--- src/rtl/sf_camera_writer.sv ---
// Pixel stream writer: drains 32-bit words from a ping-pong FIFO read side and
// serializes them LSB byte first as an 8-bit stream framed by vsync/hsync.
module sf_camera_writer #(
  parameter int CNT_WIDTH = 16
) (
  input  logic                 clk,
  input  logic                 rst,
  input  logic                 i_enable,
  input  logic [CNT_WIDTH-1:0] i_line_words,
  input  logic [CNT_WIDTH-1:0] i_line_count,
  input  logic [CNT_WIDTH-1:0] i_hblank,
  input  logic [CNT_WIDTH-1:0] i_vblank,
  input  logic                 i_clear,
  input  logic                 i_fifo_ready,
  output logic                 o_fifo_activate,
  output logic                 o_fifo_strobe,
  input  logic [31:0]          i_fifo_data,
  input  logic [23:0]          i_fifo_size,
  output logic                 o_vsync,
  output logic                 o_hsync,
  output logic [7:0]           o_pix_data,
  output logic                 o_frame_done,
  output logic                 o_underrun
);

  // state     | meaning
  // S_IDLE    | no frame; waits for enable and non-zero geometry
  // S_VBLANK  | vsync low, counting vertical blank
  // S_LINE_WAIT | vsync high, waiting for the first word of a line
  // S_LINE    | hsync high, one byte per cycle
  // S_HBLANK  | hsync low, counting horizontal blank
  typedef enum logic [2:0] {
    S_IDLE, S_VBLANK, S_LINE_WAIT, S_LINE, S_HBLANK
  } state_t;

  state_t               state_q, state_d;
  logic [CNT_WIDTH-1:0] lw_cfg_q, lw_cfg_d;
  logic [CNT_WIDTH-1:0] lc_cfg_q, lc_cfg_d;
  logic [CNT_WIDTH-1:0] hb_cfg_q, hb_cfg_d;
  logic [CNT_WIDTH-1:0] tmr_q, tmr_d;
  logic [CNT_WIDTH-1:0] lines_q, lines_d;
  logic [CNT_WIDTH-1:0] words_q, words_d;
  logic [1:0]           bcnt_q, bcnt_d;
  logic [31:0]          sr_q, sr_d;
  logic                 fd_q, fd_d;
  logic                 ur_q, ur_d;
  logic                 own_q, own_d;
  logic                 pend_q, pend_d;
  logic [23:0]          size_q, size_d;
  logic [23:0]          wcnt_q, wcnt_d;

  logic                 strobe;
  logic                 ur_set;
  logic                 start;
  logic                 start_ok;
  logic                 avail;
  logic [CNT_WIDTH-1:0] vb_eff;
  logic [CNT_WIDTH-1:0] hb_eff;

  assign start_ok = i_enable && (i_line_words != '0) && (i_line_count != '0);
  assign vb_eff   = (i_vblank == '0) ? CNT_WIDTH'(1) : i_vblank;
  assign hb_eff   = (hb_cfg_q == '0) ? CNT_WIDTH'(1) : hb_cfg_q;
  // A word is presentable once the size is latched and the buffer is not drained.
  assign avail    = own_q && !pend_q && (wcnt_q != size_q);

  always_comb begin
    state_d  = state_q;
    lw_cfg_d = lw_cfg_q;
    lc_cfg_d = lc_cfg_q;
    hb_cfg_d = hb_cfg_q;
    tmr_d    = tmr_q;
    lines_d  = lines_q;
    words_d  = words_q;
    bcnt_d   = bcnt_q;
    sr_d     = sr_q;
    fd_d     = 1'b0;
    ur_set   = 1'b0;
    strobe   = 1'b0;
    start    = 1'b0;
    case (state_q)
      S_IDLE: begin
        if (start_ok) start = 1'b1;
      end
      S_VBLANK: begin
        if (tmr_q > CNT_WIDTH'(1)) begin
          tmr_d = tmr_q - CNT_WIDTH'(1);
        end else begin
          lines_d = lc_cfg_q;
          state_d = S_LINE_WAIT;
        end
      end
      S_LINE_WAIT: begin
        if (avail) begin
          strobe  = 1'b1;
          sr_d    = i_fifo_data;
          bcnt_d  = 2'd0;
          words_d = lw_cfg_q;
          state_d = S_LINE;
        end
      end
      S_LINE: begin
        if (bcnt_q != 2'd3) begin
          sr_d   = {8'h00, sr_q[31:8]};
          bcnt_d = bcnt_q + 2'd1;
        end else begin
          bcnt_d = 2'd0;
          if (words_q <= CNT_WIDTH'(1)) begin
            sr_d    = '0;
            tmr_d   = hb_eff;
            state_d = S_HBLANK;
          end else begin
            words_d = words_q - CNT_WIDTH'(1);
            if (avail) begin
              strobe = 1'b1;
              sr_d   = i_fifo_data;
            end else begin
              // Missing word: emit four zero bytes so the line length stays exact.
              sr_d   = '0;
              ur_set = 1'b1;
            end
          end
        end
      end
      S_HBLANK: begin
        if (tmr_q > CNT_WIDTH'(1)) begin
          tmr_d = tmr_q - CNT_WIDTH'(1);
        end else if (lines_q > CNT_WIDTH'(1)) begin
          lines_d = lines_q - CNT_WIDTH'(1);
          if (avail) begin
            strobe  = 1'b1;
            sr_d    = i_fifo_data;
            bcnt_d  = 2'd0;
            words_d = lw_cfg_q;
            state_d = S_LINE;
          end else begin
            state_d = S_LINE_WAIT;
          end
        end else begin
          fd_d = 1'b1;
          if (start_ok) start = 1'b1;
          else          state_d = S_IDLE;
        end
      end
      default: state_d = S_IDLE;
    endcase
    if (start) begin
      lw_cfg_d = i_line_words;
      lc_cfg_d = i_line_count;
      hb_cfg_d = i_hblank;
      tmr_d    = vb_eff;
      state_d  = S_VBLANK;
    end
  end

  always_comb begin
    own_d  = own_q;
    pend_d = 1'b0;
    size_d = size_q;
    wcnt_d = wcnt_q;
    if (!own_q) begin
      if (i_fifo_ready) begin
        own_d  = 1'b1;
        pend_d = 1'b1;
        wcnt_d = '0;
      end
    end else if (pend_q) begin
      size_d = i_fifo_size;
    end else if (wcnt_q == size_q) begin
      own_d = 1'b0;
    end else if (strobe) begin
      wcnt_d = wcnt_q + 24'd1;
    end
  end

  assign ur_d = ur_set | (ur_q & ~i_clear);

  always_ff @(posedge clk or negedge rst) begin
    if (!rst) begin
      state_q  <= S_IDLE;
      lw_cfg_q <= '0;
      lc_cfg_q <= '0;
      hb_cfg_q <= '0;
      tmr_q    <= '0;
      lines_q  <= '0;
      words_q  <= '0;
      bcnt_q   <= '0;
      sr_q     <= '0;
      fd_q     <= 1'b0;
      ur_q     <= 1'b0;
      own_q    <= 1'b0;
      pend_q   <= 1'b0;
      size_q   <= '0;
      wcnt_q   <= '0;
    end else begin
      state_q  <= state_d;
      lw_cfg_q <= lw_cfg_d;
      lc_cfg_q <= lc_cfg_d;
      hb_cfg_q <= hb_cfg_d;
      tmr_q    <= tmr_d;
      lines_q  <= lines_d;
      words_q  <= words_d;
      bcnt_q   <= bcnt_d;
      sr_q     <= sr_d;
      fd_q     <= fd_d;
      ur_q     <= ur_d;
      own_q    <= own_d;
      pend_q   <= pend_d;
      size_q   <= size_d;
      wcnt_q   <= wcnt_d;
    end
  end

  assign o_fifo_activate = own_q;
  assign o_fifo_strobe   = strobe;
  assign o_vsync         = (state_q == S_LINE_WAIT) || (state_q == S_LINE) || (state_q == S_HBLANK);
  assign o_hsync         = (state_q == S_LINE);
  assign o_pix_data      = o_hsync ? sr_q[7:0] : 8'h00;
  assign o_frame_done    = fd_q;
  assign o_underrun      = ur_q;

endmodule

--- config.mk ---
export PLATFORM = sky130hd
export DESIGN_NAME = sf_camera_writer
export DESIGN_NICKNAME = d
export VERILOG_FILES = /design/src/rtl/sf_camera_writer.sv
export SDC_FILE = /design/constraint.sdc
export NUM_CORES = 1
export LEC_CHECK = 0
export CORE_MARGIN = 2
export CORE_UTILIZATION = 40
export DETAILED_ROUTE_END_ITERATION = 7
export DONT_BUFFER_PORTS = 1
export PLACE_DENSITY = 0.65
export SLEW_MARGIN = 20
export SYNTH_ARGS = -nofsm -noshare
export SYNTH_HDL_FRONTEND = slang
export SYNTH_SLANG_ARGS = --single-unit
--- constraint.sdc ---
create_clock -name clk -period 3.6 [get_ports clk]
set_clock_uncertainty 0.15 [all_clocks]
set_input_delay 0.72 -clock clk [delete_from_list [all_inputs] [get_ports clk]]
set_output_delay 0.72 -clock clk [all_outputs]
set_load 0.05 [all_outputs]
Yosys cells after proc, flatten, opt, wreduce, memory -nomap -nowiden
Cells that the tools add are included.
{ "totals": {"regBits": 185, "in_bits": 125, "out_inout_bits": 14, "word_cells": 140} }
{ "classes": {"addsub": 5, "magnitude_cmp": 3, "n_eq_ne": 23, "mux": 67, "bitwise": 3, "reduce_logical": 24} }
{ "op_table": {"columns": ["cell", "count"], "rows": [
  ["$mux 16", 14],
  ["$mux 32", 6],
  ["$mux 24", 5],
  ["$pmux 32 s3", 1],
  ["$pmux 16 s2", 2],
  ["$pmux 16 s3", 1],
  ["$sub 16x1->16 const B", 3],
  ["$gt 16x1->1 const B", 2],
  ["$logic_not 16->1", 2],
  ["$reduce_bool 16->1", 2],
  ["$add 24x1->24 const B", 1],
  ["$eq 24x24->1", 1],
  ["$mux 3", 8],
  ["$ne 24x24->1", 1],
  ["$mux 1", 21],
  ["$ne 2x2->1 const B", 10],
  ["$le 16x1->1 const B", 1],
  ["$pmux 3 s5", 1],
  ["$ne 3x3->1 const B", 4],
  ["$reduce_and 4->1", 3],
  ["$mux 2", 4],
  ["$mux 8", 1],
  ["$reduce_and 7->1", 1],
  ["$eq 3x2->1 const B", 2],
  ["21 further kinds", 28]
]} }

Longest topological paths before layout
Gate-level depths: netlist (run 1).
{ "logic_depth": {"depth_word": 11, "mapped_depth": 12, "depth_no_buf": 8} }

Worst setup path before layout (run 1)
OpenSTA, ideal clock, no wires.
{ "synth_timing": {"path_kind": "flip-flop to output port", "startpoint": "reg tmr_q[4]", "endpoint": "out o_fifo_strobe", "arrival_time_ns": 2.257, "required_time_ns": 2.730, "setup_slack_ns": 0.473, "stages_incl_launch_ff": 8, "path_buffers": 2, "cell_sequence": "dfrtp_1 -> or4_4 -> nor3_2 -> o2111ai_2 -> and3_1 -> buf_6 -> nor2_2 -> buf_2"} }
{ "synth_via": {"elab_chain_len": 3} }
{ "synth_lines": {"columns": ["item", "line", "source"], "rows": [
  ["from (decl)", "40", "logic [CNT_WIDTH-1:0] tmr_q, tmr_d;"],
  ["from (signal assigned)", "199", "tmr_q <= tmr_d;"],
  ["$gt 16x1->1", "125", "if (tmr_q > CNT_WIDTH'(1)) begin"],
  ["$mux 1", "125", null],
  ["$pmux 1 s3", "80", "case (state_q)"],
  ["to (decl)", "16", "output logic o_fifo_strobe,"]
]} }
No other way between the ends.

Worst setup path in the final report (run 1)
Same ends and word-level chain as after synthesis.

==> impl_metrics.env, run 1 <==
export IMPL_drv_slew=0
export IMPL_status="finished, violations left"
export IMPL_first_global_vias=7554
export IMPL_violations="negative hold slack"
export IMPL_worstPathRequired_ns=2.73
export IMPL_cts_inserted_buffers=17
export IMPL_drt_wl_total_um=25400
export IMPL_clock_root_buffer="clkbuf_16"
export IMPL_cts_buffer_depth=2
export IMPL_syn_area_mm2=0.00991
export IMPL_p_per_area_mw_per_mm2=763
export IMPL_syn_avg_cell_area_um2=10.4
export IMPL_gp_congestion=0.908
export IMPL_syn_inst=950
export IMPL_max_vdd_ir_drop_mv=0.340
export IMPL_hold_slack_ns=-0.178
export IMPL_nNetsFinal=1078
export IMPL_die_x_um=161
export IMPL_rows=57
export IMPL_synth_area_leaders="dfrtp_1 47%, mux2_2 9.1%, a21oi_1 2.7%"
export IMPL_fin_cells=1283
export IMPL_synth_flop_cell="dfrtp_1"
export IMPL_portBuffers=0
export IMPL_cts_setup_buffers=0
export IMPL_clkPwrFrac_pct=24.5
export IMPL_io_pins=139
export IMPL_maxSlewHeadroom_pct=32.4
export IMPL_wl_per_cell_um=19.8
export IMPL_cts_sinks=185
export IMPL_die_area_mm2=0.0261
export IMPL_synth_top_area_share_pct=46.7
export IMPL_crit_type="reg2out"
export IMPL_switching_power_w=0.00311
export IMPL_overflow=0
export IMPL_setup_viol=0
export IMPL_vias=7720
export IMPL_synth_commonest_cells="185 x dfrtp_1, 80 x mux2_2, 66 x nand2_1, 53 x a21oi_1, 38 x clkbuf_1"
export IMPL_fmax_mhz=288
export IMPL_grt_usage_pct=19.7
export IMPL_clock_latency_ns=0.43
export IMPL_numPlacedInstances=1247
export IMPL_seq_area_frac_synth_pct=46.7
export IMPL_total_power_w=0.00838
export IMPL_ys_ff_latch=185
export IMPL_via_per_inst=6.02
export IMPL_dp_hpwl_um=17600
export IMPL_mappedNetlistNets=1083
export IMPL_drc=0
export IMPL_yosysWarnings=0
export IMPL_hold_path_class="in2async"
export IMPL_ant_nets=0
export IMPL_period_needed_ns=3.47
export IMPL_antenna_found_initial=1
export IMPL_finalHoldViolCount=185
export IMPL_swShare_pct=37.1
export IMPL_worst_pin_slew_ns=1.01
export IMPL_reg2reg_slack_ns=0.35
export IMPL_finalSetupTns_ns=0
export IMPL_area_growth_pct=10.8
export IMPL_power_internal_w=0.00528
export IMPL_h_tree_depth=4
export IMPL_drt_iter0_markers=753
export IMPL_crit_path_end_kind="output port"
export IMPL_combPwrFrac_pct=34.6
export IMPL_synth_cell_types=73
export IMPL_synth_most_common_cell="dfrtp_1"
export IMPL_p_leak_nw=4.44
export IMPL_finish_utilization_pct=45.2
export IMPL_initial_core_util_pct=40.8
export IMPL_rsz0062_at_grt="no"
export IMPL_cp_max_fo=5
export IMPL_fin_crit_sh_pct=96.4
export IMPL_fillers=2290
export IMPL_grt_max_degree=186
export IMPL_synth_edf_count=0
export IMPL_critPathLaunchType="flop"
export IMPL_cts_tree="built"
export IMPL_grt_first_pass_wirelength_um=40800
export IMPL_die_y_um=161
export IMPL_first_pass_iters=5
export IMPL_synth_top_cell_by_area="dfrtp_1"
export IMPL_worstPathArrival_ns=2.60
export IMPL_design_core_area_mm2=0.0243
export IMPL_synthArstFlopShare_pct=100
export IMPL_clk_pin_slew_worst_paths_ns=0.08
export IMPL_maxCapViolCount=0
export IMPL_drive_gt1_share_pct=17.8
export IMPL_seqPwrFrac_pct=40.9
## final timing paths
path,from,depth (start not counted),endpoint
worst max register to register,wcnt_q[2],7,words_q[3]
min in group clk,i_clear,1,o_underrun
worst min-delay path,rst,0,lc_cfg_q[7]
worst min register to register,sr_q[24],1,sr_q[24]
max in group asynchronous,rst,0,sr_q[30]
worst max-delay path,tmr_q[4],5,o_fifo_strobe
## registers in the layout, indices dropped and copies added, names as in the netlist
name / cells
sr_q: 32
size_q: 24
wcnt_q: 24
hb_cfg_q: 16
lc_cfg_q: 16
lines_q: 16
lw_cfg_q: 16
tmr_q: 16
words_q: 16
state_q: 3
bcnt_q: 2
o_fifo_activate: 1
o_frame_done: 1
o_underrun: 1
pend_q: 1
## worst max-delay path, cell delays in order, from the launching register on
cell,delay (ns)
dfrtp_1,0.43
or4_4,0.57
nor3_2,0.24
o2111ai_2,0.23
and3_4,0.30
nor2_4,0.40
## through the flow
stage | setup slack [ns] | hold WS (ns) | cell area, µm²
6_report | 0.129 | -0.178 | 11000
5_1_grt | 0.0547 | -0.203 | 11000
4_1_cts | 0.0153 | -0.191 | 11000
3_5_place_dp | 0.170 | 0.283 | 10300
3_3_place_gp | 0.196 | 0.283 | 10300
2_1_floorplan | 0.473 | 0.274 | 9910
## layout make-up
cell class                      instances  area [µm²]  share of cell area [%]
Antenna cell                            1        2.50                  0.0228
Clock buffer                           18         439                    4.00
Clock inverter                         14         204                    1.86
Inverter                               25        93.8                   0.855
Multi-Input combinational cell        685        4950                    45.1
Sequential cell                       185        4630                    42.2
Tap cell                              324         405                    3.69
Timing Repair Buffer                   31         258                    2.35
## cells in the final DEF, fill, tap and decap left out, types with 12 or more instances in the layout
cell,count
nand2_1,65
and2_1,26
clkbuf_16,17
nor2_1,27
dfrtp_1,185
a22o_1,17
o21ai_0,31
or4_1,18
inv_1,24
nand4_1,19
buf_4,29
o2bb2ai_1,12
nor3_1,16
xnor2_1,29
and3_1,12
a221o_1,24
mux2_2,80
nor4_1,33
nand2b_1,17
nand3_1,32
mux2i_1,13
o31ai_1,16
a21oi_1,53
## metal layers
metal  GRT usage, %  share of wire (%)  wire length [µm]
met4           6.41                2.1               523
met2           31.8                 48             12200
met3           3.83                5.5              1400
met5              0                  0                 0
met1           26.8                 44             11300
## timing repair
action	in CTS	in global routing
endpoints found under the setup margin	1	1
cloned	3	0
pin swaps	1	1
hold endpoints to repair	185	185
resized for setup	0	2
## cell families after synthesis
kind of cell / synth area share, %
mux: 10.4
xor+xnor: 2.92
fa+ha+maj: 1.01
compound gates: 18.7
flops: 46.7
buf+inv: 3.93
simple gates: 16.3
## power by group through the flow
stage          Sequential, W  Combinational, W  Clock (W)
2_1_floorplan        0.00324           0.00239          0
3_3_place_gp         0.00343           0.00278          0
3_5_place_dp         0.00345           0.00284          0
4_1_cts              0.00342           0.00290    0.00210
5_1_grt              0.00353           0.00320    0.00218
6_report             0.00343           0.00290    0.00205
No activity file was read; power rests on OpenSTA's default activity.
==> run 2: changes to the inputs <==
clock period = 4.3 ns   (was 3.6 ns; I/O delays follow)
==> run 2 against run 1 <==
  * The flow still finishes with violations (negative hold slack)
  * Setup slack improved by 0.62 ns
  * First-iteration DRC count decreased by 16%
  * Utilization decreased by 0.87 points
  * Power decreased by 19%
  * Critical path type unchanged
  * Critical endpoint unchanged
  * Largest power group unchanged
==> impl_metrics.env, run 2 (synthesis results as in run 1) <==
export IMPL_overflow=0
export IMPL_power_internal_w=0.00425
export IMPL_final_common_cell="dfrtp_1"
export IMPL_setup_ws_ns=0.751
export IMPL_vias=7613
export IMPL_hold_slack_ns=-0.0328
export IMPL_p_per_area_mw_per_mm2=628
export IMPL_reg2reg_slack_ns=0.97
export IMPL_rsz0062_at_grt="no"
export IMPL_drc=0
export IMPL_post_dp_cell_area_mm2=0.0102
export IMPL_first_global_vias=7470
export IMPL_cp_max_fo=21
export IMPL_cts_sinks=185
export IMPL_ant_nets=0
export IMPL_die_area_mm2=0.0261
export IMPL_nNetsFinal=1063
export IMPL_design_core_area_mm2=0.0243
export IMPL_maxSlewHeadroom_pct=30.0
export IMPL_crit_type="reg2out"
export IMPL_crit_path_end_kind="output port"
export IMPL_clk_pin_slew_worst_paths_ns=0.07
export IMPL_h_tree_depth=4
export IMPL_wl_per_cell_um=19.6
export IMPL_via_per_inst=6.00
export IMPL_drv_slew=0
export IMPL_clkPwrFrac_pct=22.9
export IMPL_swShare_pct=37.2
export IMPL_area_growth_pct=8.66
export IMPL_max_vdd_ir_drop_mv=0.285
export IMPL_p_leak_nw=4.32
export IMPL_worstRegToRegCells=6
export IMPL_reg_largest_list="sr_q: 32 flops, size_q: 24 flops, wcnt_q: 24 flops"
export IMPL_r2r_start="tmr_q[4]"
export IMPL_grt_first_pass_wirelength_um=40900
export IMPL_finish_utilization_pct=44.3
export IMPL_grt_usage_pct=19.6
export IMPL_antenna_found_initial=1
export IMPL_clock_root_buffer="clkbuf_16"
export IMPL_rows=57
export IMPL_path_buf_inv=1
export IMPL_die_x_um=161
export IMPL_gp_congestion=0.885
export IMPL_dp_hpwl_um=17500
export IMPL_clock_latency_ns=0.43
export IMPL_crit_path_top_delay_cell="or4_1"
export IMPL_largest_reg_flops=32
export IMPL_worstPathRequired_ns=3.29
export IMPL_worst_pin_slew_ns=1.05
export IMPL_crit_chain="xnor2_1 > nand4_1 > or4_1 > o21ai_2 > buf_4 > nor2_4"
export IMPL_rr_endpoint="lc_cfg_q[5]"
export IMPL_cts_resized=0
export IMPL_cts_inserted_buffers=17
export IMPL_drt_wl_total_um=24900
export IMPL_worstPathArrival_ns=2.54
export IMPL_critPathLaunchType="flop"
export IMPL_maxCapViolCount=0
export IMPL_die_y_um=161
export IMPL_cts_tree="built"
export IMPL_layout_common_cells="185 x dfrtp_1, 80 x mux2_2, 66 x nand2_1"
export IMPL_portBuffers=0
export IMPL_io_pins=139
export IMPL_finalHoldViolCount=50
export IMPL_switching_power_w=0.00252
export IMPL_first_pass_iters=8
export IMPL_cts_buffer_depth=2
export IMPL_fin_crit_sh_pct=82.5
export IMPL_seqPwrFrac_pct=43.3
export IMPL_dpl_worst_slack_ns=1.01
export IMPL_violations="negative hold slack"
export IMPL_drt_iter0_markers=631
export IMPL_period_needed_ns=3.55
export IMPL_final_area_mm2=0.0108
export IMPL_drive_gt1_share_pct=16.1
export IMPL_combPwrFrac_pct=33.8
export IMPL_path_delay_family="simple AND/OR/NAND/NOR gates"
export IMPL_initial_core_util_pct=40.8
export IMPL_cts_setup_buffers=0
export IMPL_status="finished, violations left"
export IMPL_regMostFlops="sr_q"
export IMPL_grt_max_degree=186
export IMPL_setup_viol=0
export IMPL_finalSetupTns_ns=0
export IMPL_fmax_mhz=282
export IMPL_max_stage_delay_ns=0.56
export IMPL_hold_path_class="in2async"
[run 2: worst max path at each step]
| stage | cells after the start | endpoint | startpoint |
|---|---|---|---|
| after CTS | 6 | o_fifo_strobe | wcnt_q[8] |
| after global placement | 6 | tmr_q[7] | i_line_words[9] |
| after floorplan | 7 | o_fifo_strobe | tmr_q[4] |
| after detailed placement | 6 | hb_cfg_q[11] | tmr_q[4] |
| final | 6 | o_fifo_strobe | wcnt_q[8] |
| after global routing | 5 | o_fifo_strobe | tmr_q[10] |
[run 2: power groups by stage]
stage	Clock (W)	Combinational [W]	Sequential (W)
CTS	0.00160	0.00229	0.00291
detailed placement	0	0.00229	0.00294
global placement	0	0.00224	0.00293
global route	0.00167	0.00254	0.00301
finish	0.00155	0.00229	0.00293
floorplan	0	0.00200	0.00271
[run 2: layer usage]
| metal | vias to the layer above | track usage [%] | routed length, µm |
|---|---|---|---|
| met3 | 41 | 4.85 | 1540 |
| met5 | - | 0 | 0 |
| met2 | 233 | 30.2 | 11500 |
| li1 | 3588 | - | - |
| met1 | 3751 | 26.7 | 11200 |
| met4 | 0 | 7.47 | 650 |
[run 2: cell type report]
cell class / count / area (µm²)
antenna: 1 / 2.50
clock buffer: 20 / 457
clock inverter: 12 / 118
fill: 2299 / 13600
inverter: 25 / 93.8
multi-input combinational: 682 / 4920
sequential: 185 / 4630
tap: 324 / 405
timing repair buffer: 19 / 143
[run 2: per-stage QoR]
step | total power (W) | cells
CTS | 0.00680 | 1267
detailed placement | 0.00523 | 1235
finish | 0.00676 | 1268
global route | 0.00722 | 1267
floorplan | 0.00471 | 950
global placement | 0.00517 | 1235
==> run 3: changes to the inputs <==
PLACE_DENSITY = 0.67   (was 0.65)
clock period = 3.08 ns   (was 4.3 ns; I/O delays follow)
==> run 3 against run 2 <==
  * The run ends with negative hold slack, negative setup slack left
  * Combinational power is 55% higher
  * Wire length increased by 3.2%
  * Setup slack lost 0.91 ns
  * Worst hold slack worse by 0.24 ns
  * Critical endpoint unchanged
  * Power increased by 45%
  * First-iteration DRC count down 6.7%
  * Sequential share of layout area down 1.5 points
  * Die area stayed put
  * Register-to-register slack lost 0.78 ns
==> impl_metrics.env, run 3 (synthesis results as in run 1) <==
export IMPL_status="finished, violations left"
export IMPL_violations="negative hold slack, negative setup slack"
export IMPL_rows=57
export IMPL_drc=0
export IMPL_die_area_mm2=0.0261
export IMPL_finalHoldViolCount=185
export IMPL_clock_root_buffer="clkbuf_16"
export IMPL_clkPwrFrac_pct=23.0
export IMPL_grt_first_pass_wirelength_um=41900
export IMPL_r2r_start="tmr_q[4]"
export IMPL_worst_pin_slew_ns=0.687
export IMPL_critPathLaunchType="flop"
export IMPL_drt_wl_total_um=25600
export IMPL_antenna_diode_count=0
export IMPL_via_per_inst=5.97
export IMPL_finish_utilization_pct=45.9
export IMPL_clock_latency_ns=0.43
export IMPL_setup_ws_ns=-0.160
export IMPL_cts_buffer_depth=2
export IMPL_area_growth_pct=12.6
export IMPL_p_leak_nw=4.54
export IMPL_max_stage_delay_ns=0.54
export IMPL_fmax_mhz=309
export IMPL_regMostFlops="sr_q"
export IMPL_worstPathRequired_ns=2.31
export IMPL_die_x_um=161
export IMPL_swShare_pct=36.2
export IMPL_design_core_area_mm2=0.0243
export IMPL_reg_largest_list="sr_q: 32 flops, size_q: 24 flops, wcnt_q: 24 flops"
export IMPL_max_vdd_ir_drop_mv=0.336
export IMPL_die_y_um=161
export IMPL_antenna_found_initial=1
export IMPL_combPwrFrac_pct=36.3
export IMPL_seqPwrFrac_pct=40.7
export IMPL_largest_reg_flops=32
export IMPL_crit_path_end_kind="output port"
export IMPL_drive_gt1_share_pct=19.5
export IMPL_layout_common_cells="185 x dfrtp_1, 80 x mux2_2, 66 x nand2_1"
export IMPL_grt_usage_pct=20.0
export IMPL_rsz0062_at_grt="yes"
export IMPL_maxCapViolCount=0
export IMPL_crit_path_top_delay_cell="or4_4"
export IMPL_power_internal_w=0.00627
export IMPL_post_dp_cell_area_mm2=0.0105
export IMPL_overflow=0
export IMPL_initial_core_util_pct=40.8
export IMPL_reg2reg_slack_ns=0.19
export IMPL_cp_common_cell="or4_4"
export IMPL_wl_per_cell_um=19.7
export IMPL_finalSetupTns_ns=-0.160
export IMPL_first_pass_iters=5
export IMPL_fillers=2248
export IMPL_worstPathArrival_ns=2.47
export IMPL_gp_congestion=0.932
export IMPL_final_area_mm2=0.0112
export IMPL_grt_max_degree=186
export IMPL_crit_chain="or4_4 > or4_4 > o211ai_2 > and3_4 > nor2_4 > buf_12"
export IMPL_maxSlewHeadroom_pct=53.6
export IMPL_p_per_area_mw_per_mm2=880
export IMPL_ant_nets=0
export IMPL_switching_power_w=0.00356
export IMPL_io_pins=139
export IMPL_h_tree_depth=4
export IMPL_worstRegToRegCells=8
export IMPL_cts_tree="built"
export IMPL_cts_sinks=185
export IMPL_crit_type="reg2out"
export IMPL_total_power_w=0.00982
export IMPL_cts_inserted_buffers=17
export IMPL_fin_crit_sh_pct=105
export IMPL_hold_path_class="in2async"
export IMPL_hold_slack_ns=-0.272
export IMPL_dp_hpwl_um=18200
export IMPL_startpoint="words_q[11]"
export IMPL_nNetsFinal=1099
export IMPL_vias=7776
export IMPL_rr_endpoint="wcnt_q[14]"
export IMPL_period_needed_ns=3.24
export IMPL_drt_iter0_markers=589
export IMPL_clk_pin_slew_worst_paths_ns=0.07
export IMPL_drv_slew=0
export IMPL_setup_viol=1
export IMPL_portBuffers=0
export IMPL_first_global_vias=7710
export IMPL_cp_max_fo=5
export IMPL_final_common_cell="dfrtp_1"
[run 3: changes by cell type in the layout (fill, tap and decap cells not counted), moves of 2 or more]
cell	change
clkbuf_1	+2
inv_6	+2
clkbuf_8	-2
bufinv_16	+2
buf_4	+30
buf_12	+6
or4_4	+2
or4_1	-2
[run 3: critical path, delay by kind of cell, from the launching register on]
family                 cells  cell delay (ns)
buffers and inverters      1             0.15
AOI/OAI and AO/OA          1             0.20
and+or+nand+nor            4             1.30
DFF                        1             0.38
[run 3: worst max path at each step]
stage | to | slack, ns
3_3_place_gp | o_fifo_strobe | 0.14
3_5_place_dp | o_fifo_strobe | 0.11
4_1_cts | o_fifo_strobe | -0.17
5_1_grt | o_fifo_strobe | -0.23
6_report | o_fifo_strobe | -0.16
2_1_floorplan | o_fifo_strobe | 0.06
[run 3: layer usage]
layer | vias up | share of wire [%] | track usage [%]
li1 | 3650 | - | -
met1 | 3833 | 44 | 26.8
met2 | 249 | 46 | 30.8
met3 | 42 | 7.3 | 6.11
met4 | 2 | 2.3 | 6.98
met5 | - | 0.047 | 0
[run 3: metrics by stage]
step	setup slack, ns	instances
2_1_floorplan	0.0570	950
4_1_cts	-0.167	1303
3_3_place_gp	0.142	1266
5_1_grt	-0.228	1303
3_5_place_dp	0.113	1266
6_report	-0.160	1303
[run 3: layout make-up]
cell class | count | area [µm²] | area share, %
clock inverters | 12 | 163 | 1.46
multi-input cells | 682 | 4940 | 44.3
flip-flops and latches | 185 | 4630 | 41.5
well taps | 324 | 405 | 3.63
inverters | 25 | 93.8 | 0.841
repair buffers | 55 | 488 | 4.37
clock buffers | 20 | 437 | 3.91
[run 3: what timing repair did]
| action | CTS | global route |
|---|---|---|
| endpoints found under the hold margin | 185 | 185 |
| setup buffers | 5 | 0 |
| pin swaps | 2 | 0 |
| resized for setup | 5 | 2 |
| setup endpoints to repair | 1 | 2 |
[run 3: power groups by stage]
stage | logic, W | registers, W | clock network, W
after floorplan | 0.00279 | 0.00379 | 0
after global placement | 0.00338 | 0.00400 | 0
after detailed placement | 0.00347 | 0.00402 | 0
after CTS | 0.00356 | 0.00398 | 0.00232
after global routing | 0.00392 | 0.00412 | 0.00241
final | 0.00356 | 0.00400 | 0.00226
